$ cat src/rtl/spi_pkg.sv
// Shared definitions for the SPI peripheral: register indices, CTRL field
// positions and the transfer FSM state encoding.
package spi_pkg;

  localparam logic [4:0] SPI_REG_RX   = 5'd0;
  localparam logic [4:0] SPI_REG_SS   = 5'd1;
  localparam logic [4:0] SPI_REG_TX   = 5'd2;
  localparam logic [4:0] SPI_REG_CTRL = 5'd3;
  localparam logic [4:0] SPI_REG_IRQ  = 5'd4;

  localparam int CTRL_DVSR_LSB = 0;
  localparam int CTRL_DVSR_MSB = 15;
  localparam int CTRL_CPOL_BIT = 16;
  localparam int CTRL_CPHA_BIT = 17;

  typedef enum logic [1:0] {
    ST_IDLE,
    ST_DLY,
    ST_P0,
    ST_P1
  } spi_state_t;

endpackage

$ cat src/rtl/spi_core_if.sv
// Slot-level register bus between the I/O controller (master) and a peripheral (slave).
// Single-cycle writes, combinational read data; no backpressure on this bus.
interface spi_core_if;
  logic        cs;
  logic        read;
  logic        write;
  logic [4:0]  addr;
  logic [31:0] wr_data;
  logic [31:0] rd_data;

  modport master (output cs, read, write, addr, wr_data, input rd_data);
  modport slave  (input cs, read, write, addr, wr_data, output rd_data);
endinterface

$ cat src/rtl/spi_engine.sv
// Byte-wide full-duplex SPI shifter with CPOL/CPHA; ready rises 16 or 17 half-periods after start.
// start is only honoured while ready=1; done pulses for one cycle on the completing edge.
module spi_engine
  import spi_pkg::*;
(
  input  logic        clk,
  input  logic        reset,
  input  logic        start,
  input  logic [7:0]  tx_byte,
  input  logic [15:0] dvsr,
  input  logic        cpol,
  input  logic        cpha,
  input  logic        live_cpol,
  input  logic        live_cpha,
  input  logic        miso,
  output logic        ready,
  output logic        done,
  output logic [7:0]  rx_byte,
  output logic        sclk,
  output logic        mosi
);

  spi_state_t  state, state_nxt;
  logic [15:0] cnt, cnt_nxt;
  logic [2:0]  bit_cnt, bit_cnt_nxt;
  logic [7:0]  tx_sreg, tx_sreg_nxt;
  logic [7:0]  rx_sreg, rx_sreg_nxt;
  logic [7:0]  rx_byte_nxt;
  logic        sclk_nxt;
  logic        half_end;

  assign half_end = (cnt == dvsr);
  assign ready    = (state == ST_IDLE);
  assign mosi     = (state != ST_IDLE) & tx_sreg[7];

  always_ff @(posedge clk or posedge reset) begin
    if (reset) begin
      state   <= ST_IDLE;
      cnt     <= '0;
      bit_cnt <= '0;
      tx_sreg <= '0;
      rx_sreg <= '0;
      rx_byte <= '0;
      sclk    <= 1'b0;
    end else begin
      state   <= state_nxt;
      cnt     <= cnt_nxt;
      bit_cnt <= bit_cnt_nxt;
      tx_sreg <= tx_sreg_nxt;
      rx_sreg <= rx_sreg_nxt;
      rx_byte <= rx_byte_nxt;
      sclk    <= sclk_nxt;
    end
  end

  always_comb begin
    state_nxt   = state;
    cnt_nxt     = cnt;
    bit_cnt_nxt = bit_cnt;
    tx_sreg_nxt = tx_sreg;
    rx_sreg_nxt = rx_sreg;
    rx_byte_nxt = rx_byte;
    done        = 1'b0;
    sclk_nxt    = live_cpol;

    case (state)
      ST_IDLE: begin
        // The latched config is not yet valid on this edge, so use the live CPHA.
        if (start) begin
          tx_sreg_nxt = tx_byte;
          cnt_nxt     = '0;
          bit_cnt_nxt = '0;
          state_nxt   = live_cpha ? ST_DLY : ST_P0;
        end
      end
      ST_DLY: begin
        if (half_end) begin
          cnt_nxt   = '0;
          state_nxt = ST_P0;
        end else begin
          cnt_nxt = cnt + 16'd1;
        end
      end
      ST_P0: begin
        if (half_end) begin
          rx_sreg_nxt = {rx_sreg[6:0], miso};
          cnt_nxt     = '0;
          state_nxt   = ST_P1;
        end else begin
          cnt_nxt = cnt + 16'd1;
        end
      end
      ST_P1: begin
        if (half_end) begin
          cnt_nxt = '0;
          if (bit_cnt == 3'd7) begin
            rx_byte_nxt = rx_sreg;
            done        = 1'b1;
            state_nxt   = ST_IDLE;
          end else begin
            tx_sreg_nxt = {tx_sreg[6:0], 1'b0};
            bit_cnt_nxt = bit_cnt + 3'd1;
            state_nxt   = ST_P0;
          end
        end else begin
          cnt_nxt = cnt + 16'd1;
        end
      end
      default: state_nxt = ST_IDLE;
    endcase

    // sclk is computed from the next state so the register lines up with it.
    if (state != ST_IDLE && state_nxt != ST_IDLE) begin
      sclk_nxt = cpol ^ (((state_nxt == ST_P1) & ~cpha) | ((state_nxt == ST_P0) & cpha));
    end
  end

endmodule

$ cat src/rtl/spi_core.sv
// SPI master slot peripheral: register file, bus decode and optional IRQ (SPI_IRQ_EN).
// Writes take effect on the next edge, reads are combinational; TX writes are dropped while busy.
module spi_core
  import spi_pkg::*;
#(
  parameter int SS_W = 8
) (
  input  logic            clk,
  input  logic            reset,
  spi_core_if.slave       bus,
  output logic            spi_sclk,
  output logic            spi_mosi,
  input  logic            spi_miso,
  output logic [SS_W-1:0] spi_ss_n,
  output logic            irq
);

  logic [SS_W-1:0] ss_reg;
  logic [15:0]     ctrl_dvsr;
  logic            ctrl_cpol;
  logic            ctrl_cpha;
  logic [15:0]     lat_dvsr;
  logic            lat_cpol;
  logic            lat_cpha;

  logic            wr_en;
  logic            start;
  logic            ready;
  logic            xfer_done;
  logic [7:0]      rx_byte;
  logic [31:0]     irq_rd;
  logic [31:0]     rd_mux;
  logic            unused_bits;

  assign wr_en    = bus.cs & bus.write;
  assign start    = wr_en & (bus.addr == SPI_REG_TX) & ready;
  assign spi_ss_n = ss_reg;

  always_ff @(posedge clk or posedge reset) begin
    if (reset) begin
      ss_reg    <= '1;
      ctrl_dvsr <= '0;
      ctrl_cpol <= 1'b0;
      ctrl_cpha <= 1'b0;
      lat_dvsr  <= '0;
      lat_cpol  <= 1'b0;
      lat_cpha  <= 1'b0;
    end else begin
      if (wr_en && bus.addr == SPI_REG_SS) begin
        ss_reg <= bus.wr_data[SS_W-1:0];
      end
      if (wr_en && bus.addr == SPI_REG_CTRL) begin
        ctrl_dvsr <= bus.wr_data[CTRL_DVSR_MSB:CTRL_DVSR_LSB];
        ctrl_cpol <= bus.wr_data[CTRL_CPOL_BIT];
        ctrl_cpha <= bus.wr_data[CTRL_CPHA_BIT];
      end
      // Freeze timing for the whole transfer; later CTRL writes apply to the next one.
      if (start) begin
        lat_dvsr <= ctrl_dvsr;
        lat_cpol <= ctrl_cpol;
        lat_cpha <= ctrl_cpha;
      end
    end
  end

  spi_engine u_engine (
    .clk       (clk),
    .reset     (reset),
    .start     (start),
    .tx_byte   (bus.wr_data[7:0]),
    .dvsr      (lat_dvsr),
    .cpol      (lat_cpol),
    .cpha      (lat_cpha),
    .live_cpol (ctrl_cpol),
    .live_cpha (ctrl_cpha),
    .miso      (spi_miso),
    .ready     (ready),
    .done      (xfer_done),
    .rx_byte   (rx_byte),
    .sclk      (spi_sclk),
    .mosi      (spi_mosi)
  );

`ifdef SPI_IRQ_EN
  logic irq_ie;
  logic irq_done;

  always_ff @(posedge clk or posedge reset) begin
    if (reset) begin
      irq_ie   <= 1'b0;
      irq_done <= 1'b0;
    end else begin
      if (wr_en && bus.addr == SPI_REG_IRQ) begin
        irq_ie <= bus.wr_data[0];
        if (bus.wr_data[1]) begin
          irq_done <= 1'b0;
        end
      end
      // Placed after the clear so a completion on the same edge is never lost.
      if (xfer_done) begin
        irq_done <= 1'b1;
      end
    end
  end

  assign irq    = irq_done & irq_ie;
  assign irq_rd = {30'b0, irq_done, irq_ie};
`else
  assign irq    = 1'b0;
  assign irq_rd = '0;
`endif

  always_comb begin
    rd_mux = '0;
    case (bus.addr)
      SPI_REG_RX:   rd_mux = {23'b0, ready, rx_byte};
      SPI_REG_SS:   rd_mux[SS_W-1:0] = ss_reg;
      SPI_REG_CTRL: begin
        rd_mux[CTRL_DVSR_MSB:CTRL_DVSR_LSB] = ctrl_dvsr;
        rd_mux[CTRL_CPOL_BIT]               = ctrl_cpol;
        rd_mux[CTRL_CPHA_BIT]               = ctrl_cpha;
      end
      SPI_REG_IRQ:  rd_mux = irq_rd;
      default:      rd_mux = '0;
    endcase
  end

  assign bus.rd_data = rd_mux;

  // Reads are side-effect free, so the read strobe is intentionally not decoded.
  assign unused_bits = &{1'b0, bus.read, bus.wr_data, xfer_done};

endmodule

$ cat src/flat_wrapper.sv
// flat-port wrapper written by rule: the top's interface ports become plain ports
module spi_core_flat import spi_pkg::*;
#(
  parameter int SS_W = 8
)
  (clk, reset, spi_sclk, spi_mosi, spi_miso, spi_ss_n, irq, bus_cs, bus_read, bus_write, bus_addr, bus_wr_data, bus_rd_data);
  spi_core_if bus_i ();
  input  logic clk;
  input  logic reset;
  output logic spi_sclk;
  output logic spi_mosi;
  input  logic spi_miso;
  output logic [SS_W-1:0] spi_ss_n;
  output logic irq;
  input wire logic [$bits(bus_i.cs)-1:0] bus_cs;
  input wire logic [$bits(bus_i.read)-1:0] bus_read;
  input wire logic [$bits(bus_i.write)-1:0] bus_write;
  input wire logic [$bits(bus_i.addr)-1:0] bus_addr;
  input wire logic [$bits(bus_i.wr_data)-1:0] bus_wr_data;
  output wire logic [$bits(bus_i.rd_data)-1:0] bus_rd_data;
  assign bus_i.cs = bus_cs;
  assign bus_i.read = bus_read;
  assign bus_i.write = bus_write;
  assign bus_i.addr = bus_addr;
  assign bus_i.wr_data = bus_wr_data;
  assign bus_rd_data = bus_i.rd_data;
  spi_core #(.SS_W(SS_W)) u_core (.clk(clk), .reset(reset), .bus(bus_i), .spi_sclk(spi_sclk), .spi_mosi(spi_mosi), .spi_miso(spi_miso), .spi_ss_n(spi_ss_n), .irq(irq));
endmodule
$ cat config.mk
export PLATFORM = sky130hd
export DESIGN_NAME = spi_core_flat
export DESIGN_NICKNAME = d
export VERILOG_FILES = /design/src/rtl/spi_pkg.sv /design/src/rtl/spi_core_if.sv /design/src/rtl/spi_engine.sv /design/src/rtl/spi_core.sv /design/src/flat_wrapper.sv
export SDC_FILE = /design/constraint.sdc
export NUM_CORES = 1
export LEC_CHECK = 0
export ABC_AREA = 0
export CORE_ASPECT_RATIO = 0.7
export CORE_MARGIN = 4
export CORE_UTILIZATION = 47
export CTS_CLUSTER_DIAMETER = 150
export CTS_CLUSTER_SIZE = 40
export DETAILED_ROUTE_END_ITERATION = 10
export GPL_ROUTABILITY_DRIVEN = 0
export PLACE_DENSITY = 0.76
export SYNTH_ARGS = -nofsm -noshare
export SYNTH_HDL_FRONTEND = slang
export SYNTH_SLANG_ARGS = --single-unit
$ cat constraint.sdc
create_clock -name clk -period 3 [get_ports clk]
set_clock_uncertainty 0.1 [all_clocks]
set_input_delay 0.6 -clock clk [delete_from_list [all_inputs] [get_ports clk]]
set_output_delay 0.6 -clock clk [all_outputs]
set_load 0.1 [all_outputs]
==> metrics.md, run 1 <==
| Metric | Value |
|---|---|
| CP peak stage delay | 480 ps |
| Sink Count | 90 |
| Initial Util | 0.496 |
| Post-synthesis register bit count | 90 |
| H-tree depth | 3 |
| F_max | 352 MHz |
| Met2 wire length | 4440 µm |
| Cell count after placement | 585 |
| Antenna violations before repair | 0 |
| Total global routing overflow | 0 |
| Post-synth top cells | nand2_1 (84), dfrtp_1 (82), mux2_2 (42) |
| Synth area leader | dfrtp_1 |
| Count leader, synth | nand2_1 |
| Finished Layout Cells | 601 |
| Horiz. Die Dim | 122 µm |
| Kind of critical path | primary input to output pin |
| Die Y | 88.1 µm |
| Slew Limit Fails | 0 |
| Area grow syn2layout | 27.4% |
| Share of cells above drive strength 1 | 0.239 |
| Critical path, cell by cell | clkdlybuf4s50_1 > nor3_2 > and2_1 > buf_12 > a22oi_1 > o21ai_1 > buf_12 |
| Longest Clk Path Bufs | 2 |
| Int Power | 0.00254 W |
| Simple logic cell fraction of the synthesized area | 0.171 |
| Crit path required time | 2300 ps |
| Max VDD drop | 0.000650 V |
| Vias in the first global route | 3,253 |
| Final #Nets | 522 |
| Post-synthesis async set-or-reset flop share | 1.00 |
| Setup crit start kind | primary input |
| Post-Route M1 WL | 4760 µm |
| Layout fillers | 688 |
| Clk network pwr share | 0.268 |
| Synth Instances | 415 |
| IO Port Bufs | 55 |
| Delay-heaviest family, CP | buffers and inverters |
| Switching part of the total | 0.375 |
| Clk_lat worst skew | 340 ps |
| P per Cell Area | 739 nW/µm² |
| Uppermost layer routed | met4 |
| First-pass GRT wire length | 16,200 µm |
| Routed via count | 3,249 |
| Root Buffer | clkbuf_16 |
| Post-synth cell types | 37 |
| Post-CTS Setup Inserts | 0 |
| Post-route minimum period | 2840 ps |
| DRC | 0 |
| Util after Layout | 0.632 |
| Final setup violation count | 0 |
| Worst-margin pin slew | 993 ps |
| Ys Warns | 0 |
| Max cap viols | 0 |
| Final hold violation count | 0 |
| Setup TNS | 0 ps |
| Arrival @ worst endpoint | 2140 ps |
| Pwr Total | 0.00406 W |
| TritonCTS clock tree | built |
| Die area | 10,800 µm² |
| Slew headroom | 0.336 |
| Core area | 8690 µm² |
| Hpwl dp | 7200 µm |
| Post-synthesis sequential area ratio | 0.525 |
| Leakage | 2.55 nW |
| Compound-Gate Fraction of Synth Area | 0.0755 |
| Largest net degree at the start of global routing | 52 |
| Cell mode on critical path | buf_12 |
| # rows | 28 |
| Total I/O pin count | 86 |
| Antenna diodes | 0 |
| Largest family of logic cells by synthesized area | simple AND/OR/NAND/NOR gates |
| Setup crit end kind | output pin |
| GRT Overall Usage | 0.196 |
| Drt wl/cell | 16.5 µm |
| WP buf/inv | 3 |
| Psw | 0.00152 W |
| Xor/xnor share of the synthesized area | 0.0447 |
| Total wire length | 9920 µm |
| Status | complete, no violations |
| Adder-Cell Fraction of Synth Area | 0.00871 |
| Drt first pass iters | 5 |
| Syn avg cell area | 10.4 µm² |
| Metal3 WL | 605 µm |
| Largest cells by area after synthesis | dfrtp_1 (48%), mux2_2 (11%), nand2_1 (7.3%) |
| Slowest CP cell | clkdlybuf4s50_1 |
| Sequential share of power | 0.403 |
| Final period util | 0.948 |
| CP Max Fanout | 11 |
| Num CTS Buffers | 9 |
| Number of synthesized flops with an enable pin | 0 |
| Hold Crit Class | register to register |
| Yosys top cell area share | 0.476 |
| DR iter-0 viols | 260 |
| Synthesized area | 4310 µm² |
| Vias per Instance | 5.41 |
| Comb pwr share | 0.329 |
| Prevailing post-synth register cell | dfrtp_1 |
| Post-DRT Antenna Nets | 0 |
| Clk slew on worst S/H paths | 60 ps |
| RSZ-0062 raised after global routing | no |
| Mux share of post-synthesis cell area | 0.131 |
[power by group through the flow]
stage / Sequential (W) / Clock [W] / Combinational [W]
6_report: 0.00164 / 0.00109 / 0.00134
5_1_grt: 0.00166 / 0.00117 / 0.00145
2_1_floorplan: 0.00172 / 0 / 0.000956
3_3_place_gp: 0.00164 / 0 / 0.00129
4_1_cts: 0.00163 / 0.00111 / 0.00134
3_5_place_dp: 0.00165 / 0 / 0.00133
[per-stage QoR]
stage                     setup slack [ps]  hold slack (ps)  area, µm²
after detailed placement               112              381       5200
after floorplan                       -366              348       4400
after global placement                 134              369       5200
after CTS                              113              399       5490
final                                  156              392       5490
after global routing                  6.60              419       5490
[cell families after synthesis]
| kind of cell | after synthesis |
|---|---|
| compound gates | 57 |
| xor+xnor | 22 |
| fa+ha+maj | 3 |
| buf+inv | 35 |
| flops | 90 |
| mux | 51 |
| other cells | 1 |
| simple gates | 156 |
[tightest hold or removal path: stages (launching register included)]
cell	delay, ps
dfrtp_1	360
nand2_1	60
nand2_1	50
[cells in the final DEF, fill, tap and decap left out, types with 2 or more instances in the layout]
cell type and count:
and2_1 14, xnor2_1 17, dfstp_2 8, nand2_1 84, a22oi_1 7, o21ai_1 7, clkdlybuf4s50_1 27, conb_1 15
and4_1 2, nand3_1 9, mux2i_1 9, a31oi_1 3, o21ai_2 7, buf_4 18, clkinvlp_4 2, inv_1 4
a221oi_1 2, o21ai_0 20, clkbuf_16 9, ha_1 3, nand4_1 7, nor2_1 24, clkbuf_1 4, buf_12 21
a21oi_1 7, and3_1 6, nor4_4 2, dfrtp_1 82, mux2_2 42, xor2_1 5
[state kept, by name (all words and copies together) (netlist names)]
name,count
u_core.ctrl_dvsr,16
u_core.lat_dvsr,16
u_core.u_engine.cnt,16
u_core.spi_ss_n,8
u_core.u_engine.rx_byte,8
u_core.u_engine.rx_sreg,8
u_core.u_engine.tx_sreg,8
u_core.u_engine.bit_cnt,3
u_core.u_engine.state,2
u_core.ctrl_cpha,1
u_core.ctrl_cpol,1
u_core.lat_cpha,1
u_core.lat_cpol,1
u_core.u_engine.sclk,1
[per-layer routing]
layer  global-route usage  up-vias
li1                     -     1509
met4               0.0528        0
met3               0.0484       14
met1                0.278     1610
met5                    0        -
met2                0.303      116
[area by class of cell]
type                       instances  area (µm²)  share of cell area
clock buffer                      13         240              0.0438
clock inverter                     3        42.5             0.00775
inverter                           5        22.5             0.00410
multi-input combinational        304        1950               0.355
sequential                        90        2260               0.412
tap                              120         150              0.0273
timing repair buffer              66         826               0.150
[timing repair]
item,4_1_cts,5_1_grt
gates resized for setup,0,1
endpoints found under the setup margin,0,7
hold buffers,0,0
[final timing paths]
| path | from | end | slack (ps) | cells past startpoint |
|---|---|---|---|---|
| setup reg to reg | u_core.u_engine.cnt[10] | u_core.u_engine.cnt[4] | 510 | 7 |
| setup / recovery | bus_addr[4] | bus_rd_data[0] | 160 | 7 |
| min in group asynchronous | reset | u_core.u_engine.tx_sreg[3] | 500 | 2 |
| hold reg to reg | u_core.lat_dvsr[8] | u_core.lat_dvsr[8] | 390 | 2 |
| hold / removal | u_core.lat_dvsr[8] | u_core.lat_dvsr[8] | 390 | 2 |
| max in group asynchronous | reset | u_core.spi_ss_n[5] | 1630 | 3 |
No activity file was read; power rests on OpenSTA's default activity.
==> inputs of run 2 (changes only) <==
Settings changed: PLACE_DENSITY 0.76 to 0.75, SKIP_CTS_REPAIR_TIMING set to 1, SLEW_MARGIN set to 20, SYNTH_HIERARCHICAL set to 1.
==> run 2 against run 1 <==
  * Total power grew 5.8%
  * Maximum frequency decreased by 3.4%
  * Critical path depth fell by 1
  * Utilization down 1.5 points
  * Count of clock-buffer cells in the layout unchanged
  * Flip-flop and latch count did not move
  * Via count shrank 3.7%
  * Sequential share of layout area shrank 1.1 points
  * Synthesized cell count decreased by 5.8%
  * Final cell count decreased by 2.7%
  * Critical path type unchanged
==> metrics.md, run 2 <==
| Metric | Value |
|---|---|
| Total I/O pin count | 86 |
| Post-synthesis register bit count | 90 |
| Number of synthesized flops with an enable pin | 0 |
| Slew headroom | 0.349 |
| Slew Limit Fails | 0 |
| Kind of critical path | primary input to output pin |
| Largest net degree at the start of global routing | 26 |
| Max VDD drop | 0.000423 V |
| Prevailing post-synth register cell | dfrtp_1 |
| Longest Clk Path Bufs | 2 |
| Setup crit start kind | primary input |
| R2R Path End | u_core/u_engine/sclk |
| Final #Nets | 502 |
| Hold Crit Depth | 2 |
| Leakage | 2.58 nW |
| GRT Overall Usage | 0.191 |
| Num CTS Buffers | 9 |
| Final period util | 0.981 |
| Synth area leader | dfrtp_1 |
| IO Port Bufs | 55 |
| Total wire length | 10,100 µm |
| Total global routing overflow | 0 |
| Placed inst area | 5330 µm² |
| Post-synth top cells | dfrtp_1 (82), mux2_2 (61), o21ai_0 (32) |
| Die Y | 89.5 µm |
| Top flop regs | u_core/ctrl_dvsr x16, u_core/lat_dvsr x16, u_core/u_engine/cnt x16 |
| Hold Crit Class | register to register |
| Final hold violation count | 0 |
| Die area | 11,100 µm² |
| Synth Instances | 391 |
| Clk slew on worst S/H paths | 60 ps |
| Max cap viols | 0 |
| Post-route minimum period | 2940 ps |
| # rows | 29 |
| R2R cell count | 9 |
| Most frequent cells in the layout | dfrtp_1 (82), mux2_2 (61), o21ai_0 (32), nand2_1 (28), clkdlybuf4s50_1 (27) |
| Share of cells above drive strength 1 | 0.323 |
| Root Buffer | clkbuf_16 |
| Vias in the first global route | 3,197 |
| Worst hold endpoint | u_core/u_engine/tx_sreg[7] |
| Antenna diodes | 0 |
| Ys Warns | 6 |
| Worst-margin pin slew | 972 ps |
| CP Max Fanout | 9 |
| Vias per Instance | 5.35 |
| First-pass GRT wire length | 16,700 µm |
| Hpwl dp | 7480 µm |
| Arrival @ worst endpoint | 2240 ps |
| Final setup violation count | 0 |
| Cell count after placement | 569 |
| Syn avg cell area | 11.4 µm² |
| RSZ-0062 raised after global routing | no |
| Finished Layout Cells | 585 |
| Largest cells by area after synthesis | dfrtp_1 (46%), mux2_2 (15%), dfstp_2 (4.7%) |
| Initial Util | 0.488 |
| Final instance area | 5640 µm² |
| P per Cell Area | 761 nW/µm² |
| Clk_lat worst skew | 340 ps |
| Sink Count | 90 |
| Area grow syn2layout | 26.5% |
| Core area | 9140 µm² |
| Drt wl/cell | 17.3 µm |
| Drt first pass iters | 4 |
| Setup crit end kind | output pin |
| Post-synth cell types | 47 |
| Antenna violations before repair | 0 |
| Hold wc startpoint | u_core/u_engine/tx_sreg[7] |
| Routed via count | 3,130 |
| Horiz. Die Dim | 124 µm |
| Worst setup margin | 57.0 ps |
| TritonCTS clock tree | built |
| Yosys top cell area share | 0.460 |
| H-tree depth | 3 |
| DR iter-0 viols | 325 |
| Post-synthesis sequential area ratio | 0.507 |
| Status | complete, no violations |
| Util after Layout | 0.617 |
| DRC | 0 |
| Synthesized area | 4460 µm² |
| Worst reg2reg path startpoint | u_core/u_engine/state[1] |
| F_max | 340 MHz |
| Count leader, synth | dfrtp_1 |
| Worst R2R Setup Slack | 220 ps |
| Post-DRT Antenna Nets | 0 |
| Crit path required time | 2300 ps |
| Post-Place Setup Slack | -51.0 ps |
| Most common cell after layout, fill and taps aside | dfrtp_1 |
| Post-synthesis async set-or-reset flop share | 1.00 |
-- run 2: area by class of cell --
type,count,area (µm²)
inverter,6,22.5
clock inverter,3,65.1
fill,722,3500
sequential,90,2260
tap,124,155
timing repair buffer,72,846
clock buffer,13,240
multi-input combinational,277,2050
-- run 2: worst max path at each step --
| stage | start | end | slack, ps | depth (start not counted) |
|---|---|---|---|---|
| CTS | bus_addr[0] | bus_rd_data[6] | 30 | 6 |
| global route | bus_addr[0] | bus_rd_data[7] | 9 | 6 |
| floorplan | u_core/spi_ss_n[4] | bus_rd_data[4] | -440 | 3 |
| finish | bus_addr[0] | bus_rd_data[7] | 60 | 6 |
| global placement | bus_addr[0] | u_core/u_engine/sclk | 30 | 7 |
| detailed placement | bus_addr[4] | u_core/u_engine/sclk | -50 | 8 |
-- run 2: through the flow --
stage	hold WS, ps	TNS [ps]	total power, W
3_5_place_dp	375	-51.0	0.00312
3_3_place_gp	360	0	0.00306
2_1_floorplan	342	-2020	0.00275
6_report	382	0	0.00429
5_1_grt	418	0	0.00452
4_1_cts	388	0	0.00430
-- run 2: cell families (layout without fill, tap and decap cells) --
kind of cell	Yosys count	in the layout	share of synthesized area
fa+ha+maj	3	3	0.00842
xor+xnor	21	21	0.0412
other cells	1	15	0.000841
buf+inv	38	94	0.0488
mux	76	76	0.188
compound gates	55	55	0.0693
flops	90	90	0.507
simple gates	107	107	0.137
-- run 2: worst max-delay path, stage by stage --
cell             delay (ps)
clkdlybuf4s50_1         620
buf_12                  190
mux2i_1                  70
or2_2                   260
a21oi_1                 270
buf_12                  220
-- run 2: layer usage --
metal,track usage,vias up,share of wire
met5,0,-,0
met4,0.0517,0,0.0096
met3,0.0561,9,0.075
met2,0.286,109,0.42
met1,0.273,1540,0.49
li1,-,1472,-
-- run 2: where the power goes --
| group | total (W) | leakage, nW | switching, W | internal [W] |
|---|---|---|---|---|
| clock | 0.00117 | 0.148 | 0.000445 | 0.000730 |
| sequential | 0.00164 | 1.19 | 0.000204 | 0.00143 |
| combinational | 0.00148 | 1.24 | 0.000940 | 0.000543 |
| total | 0.00429 | 2.58 | 0.00159 | 0.00271 |
==> inputs of run 3 (changes only) <==
Settings changed: CORE_UTILIZATION 47 to 56, PLACE_DENSITY 0.75 to 0.84.
Clock period 3 ns to 3.55 ns, I/O delays scaled along.
==> run 3 against run 2 <==
  * Non-clock buffer count decreased by 6
  * Flip-flop and latch count did not move
  * Global-route usage up 4.5 points
  * Final cell count shrank 5.5%
  * Sequential power down 15%
  * Worst setup slack improved by 230 ps
  * First-iteration DRC count down 54%
  * Clock power down 25%
  * Critical path type unchanged
==> metrics.md, run 3 (same netlist as run 2, synthesis figures left out) <==
| Metric | Value |
|---|---|
| Delay-heaviest family, CP | buffers and inverters |
| Longest Clk Path Bufs | 2 |
| Final #Nets | 496 |
| Final period util | 0.918 |
| Hpwl dp | 7280 µm |
| RSZ-0062 raised after global routing | no |
| Antenna violations before repair | 0 |
| Vias in the first global route | 3,298 |
| Horiz. Die Dim | 115 µm |
| Worst Setup SP | bus_addr[1] |
| Critical path, cell by cell | clkdlybuf4s50_1 > and2_0 > buf_4 > nand2_1 > a21oi_1 > buf_12 |
| Slew headroom | 0.350 |
| Crit path required time | 2740 ps |
| Worst-margin pin slew | 972 ps |
| Layout fillers | 501 |
| # rows | 26 |
| TritonCTS clock tree | built |
| Leakage | 2.53 nW |
| Footprint of the multi-input gates | 2050 µm² |
| Most frequent cells in the layout | dfrtp_1 (82), mux2_2 (61), o21ai_0 (32), nand2_1 (28), clkdlybuf4s50_1 (27) |
| Die Y | 82.7 µm |
| Initial Util | 0.594 |
| Worst setup margin | 291 ps |
| Largest net degree at the start of global routing | 30 |
| IO Port Bufs | 55 |
| CP Capture Point | bus_rd_data[7] |
| Top flop regs | u_core/ctrl_dvsr x16, u_core/lat_dvsr x16, u_core/u_engine/cnt x16 |
| Setup crit start kind | primary input |
| Num CTS Buffers | 9 |
| Slowest CP cell | clkdlybuf4s50_1 |
| Hold Crit Class | register to register |
| Sink Count | 90 |
| P per Cell Area | 632 nW/µm² |
| Vias per Instance | 5.76 |
| Most common cell after layout, fill and taps aside | dfrtp_1 |
| GRT Overall Usage | 0.236 |
| Area grow syn2layout | 23.6% |
| Placed inst area | 5240 µm² |
| Post-DRT Antenna Nets | 0 |
| Arrival @ worst endpoint | 2450 ps |
| Drt first pass iters | 5 |
| Max VDD drop | 0.000513 V |
| Share of cells above drive strength 1 | 0.310 |
| WP buf/inv | 3 |
| Clk_lat worst skew | 340 ps |
| Clk slew on worst S/H paths | 60 ps |
| Worst R2R Setup Slack | 810 ps |
| Final instance area | 5520 µm² |
| Final setup violation count | 0 |
| Post-Place Setup Slack | 273 ps |
| Sequential cell area | 2260 µm² |
| DRC | 0 |
| Antenna diodes | 0 |
| Die area | 9480 µm² |
| Core area | 7510 µm² |
| Total wire length | 10,100 µm |
| R2R Path End | u_core/u_engine/sclk |
| Routed via count | 3,183 |
| Hold wc startpoint | u_core/u_engine/tx_sreg[5] |
| Setup crit end kind | output pin |
| Worst reg2reg path startpoint | u_core/u_engine/state[0] |
| Total global routing overflow | 0 |
| Drt wl/cell | 18.2 µm |
| H-tree depth | 3 |
| Post-route minimum period | 3260 ps |
| CP peak stage delay | 750 ps |
| Levels on crit path | 6 |
| DR iter-0 viols | 150 |
| Kind of critical path | primary input to output pin |
| Final hold violation count | 0 |
| Root Buffer | clkbuf_16 |
| F_max | 307 MHz |
| CP Max Fanout | 12 |
| Total I/O pin count | 86 |
| Status | complete, no violations |
| First-pass GRT wire length | 16,800 µm |
| R2R cell count | 9 |
| Slew Limit Fails | 0 |
| Max cap viols | 0 |
run 3: changes by cell type in the layout (fill, tap and decap cells not counted):
cell,delta
clkinv_2,-1
a21oi_2,-1
clkbuf_1,+1
buf_4,-5
clkbuf_8,+2
a21oi_1,+1
buf_12,-1
bufinv_16,-2
run 3: how the worst min path moves through the flow:
stage | slack [ps] | to | depth (start not counted)
floorplan | 340 | u_core/u_engine/tx_sreg[7] | 2
global route | 420 | u_core/u_engine/rx_byte[1] | 1
detailed placement | 370 | u_core/u_engine/tx_sreg[5] | 2
global placement | 360 | u_core/u_engine/tx_sreg[3] | 2
finish | 390 | u_core/u_engine/tx_sreg[5] | 2
CTS | 390 | u_core/u_engine/tx_sreg[5] | 2
run 3: final cells by class:
cell class,instances,share of cell area
Clock buffer,16,0.0492
Inverter,6,0.00408
Multi-Input combinational cell,277,0.371
Sequential cell,90,0.410
Tap cell,98,0.0222
Timing Repair Buffer,66,0.143
run 3: report_power, final:
group,switching [W],leakage [nW],internal (W)
Combinational,0.000785,1.21,0.000430
Clock,0.000360,0.131,0.000514
Sequential,0.000184,1.19,0.00121
run 3: routing by layer:
layer | track usage | part of all wire | vias up
met2 | 0.354 | 0.44 | 139
met1 | 0.331 | 0.47 | 1566
met5 | 0 | 0 | -
li1 | - | - | 1467
met4 | 0.0747 | 0.013 | 0
met3 | 0.0728 | 0.079 | 11
run 3: worst reg2reg max path, cell delays in order (launching register included):
cell	delay, ps
dfrtp_1	490
or2_2	250
inv_1	90
inv_1	100
nor4_4	60
buf_4	180
a221oi_1	480
nor2_2	110
or3_1	380
a41oi_1	360
run 3: through the flow:
step / util / instances / setup TNS, ps / hold WS (ps) / total power, W
after floorplan: - / 405 / -417 / 342 / 0.00233
after global placement: 0.698 / 537 / 0 / 362 / 0.00254
after detailed placement: 0.698 / 537 / 0 / 373 / 0.00260
after CTS: 0.734 / 553 / 0 / 390 / 0.00349
after global routing: 0.734 / 553 / 0 / 421 / 0.00369
final: 0.734 / 553 / 0 / 387 / 0.00348
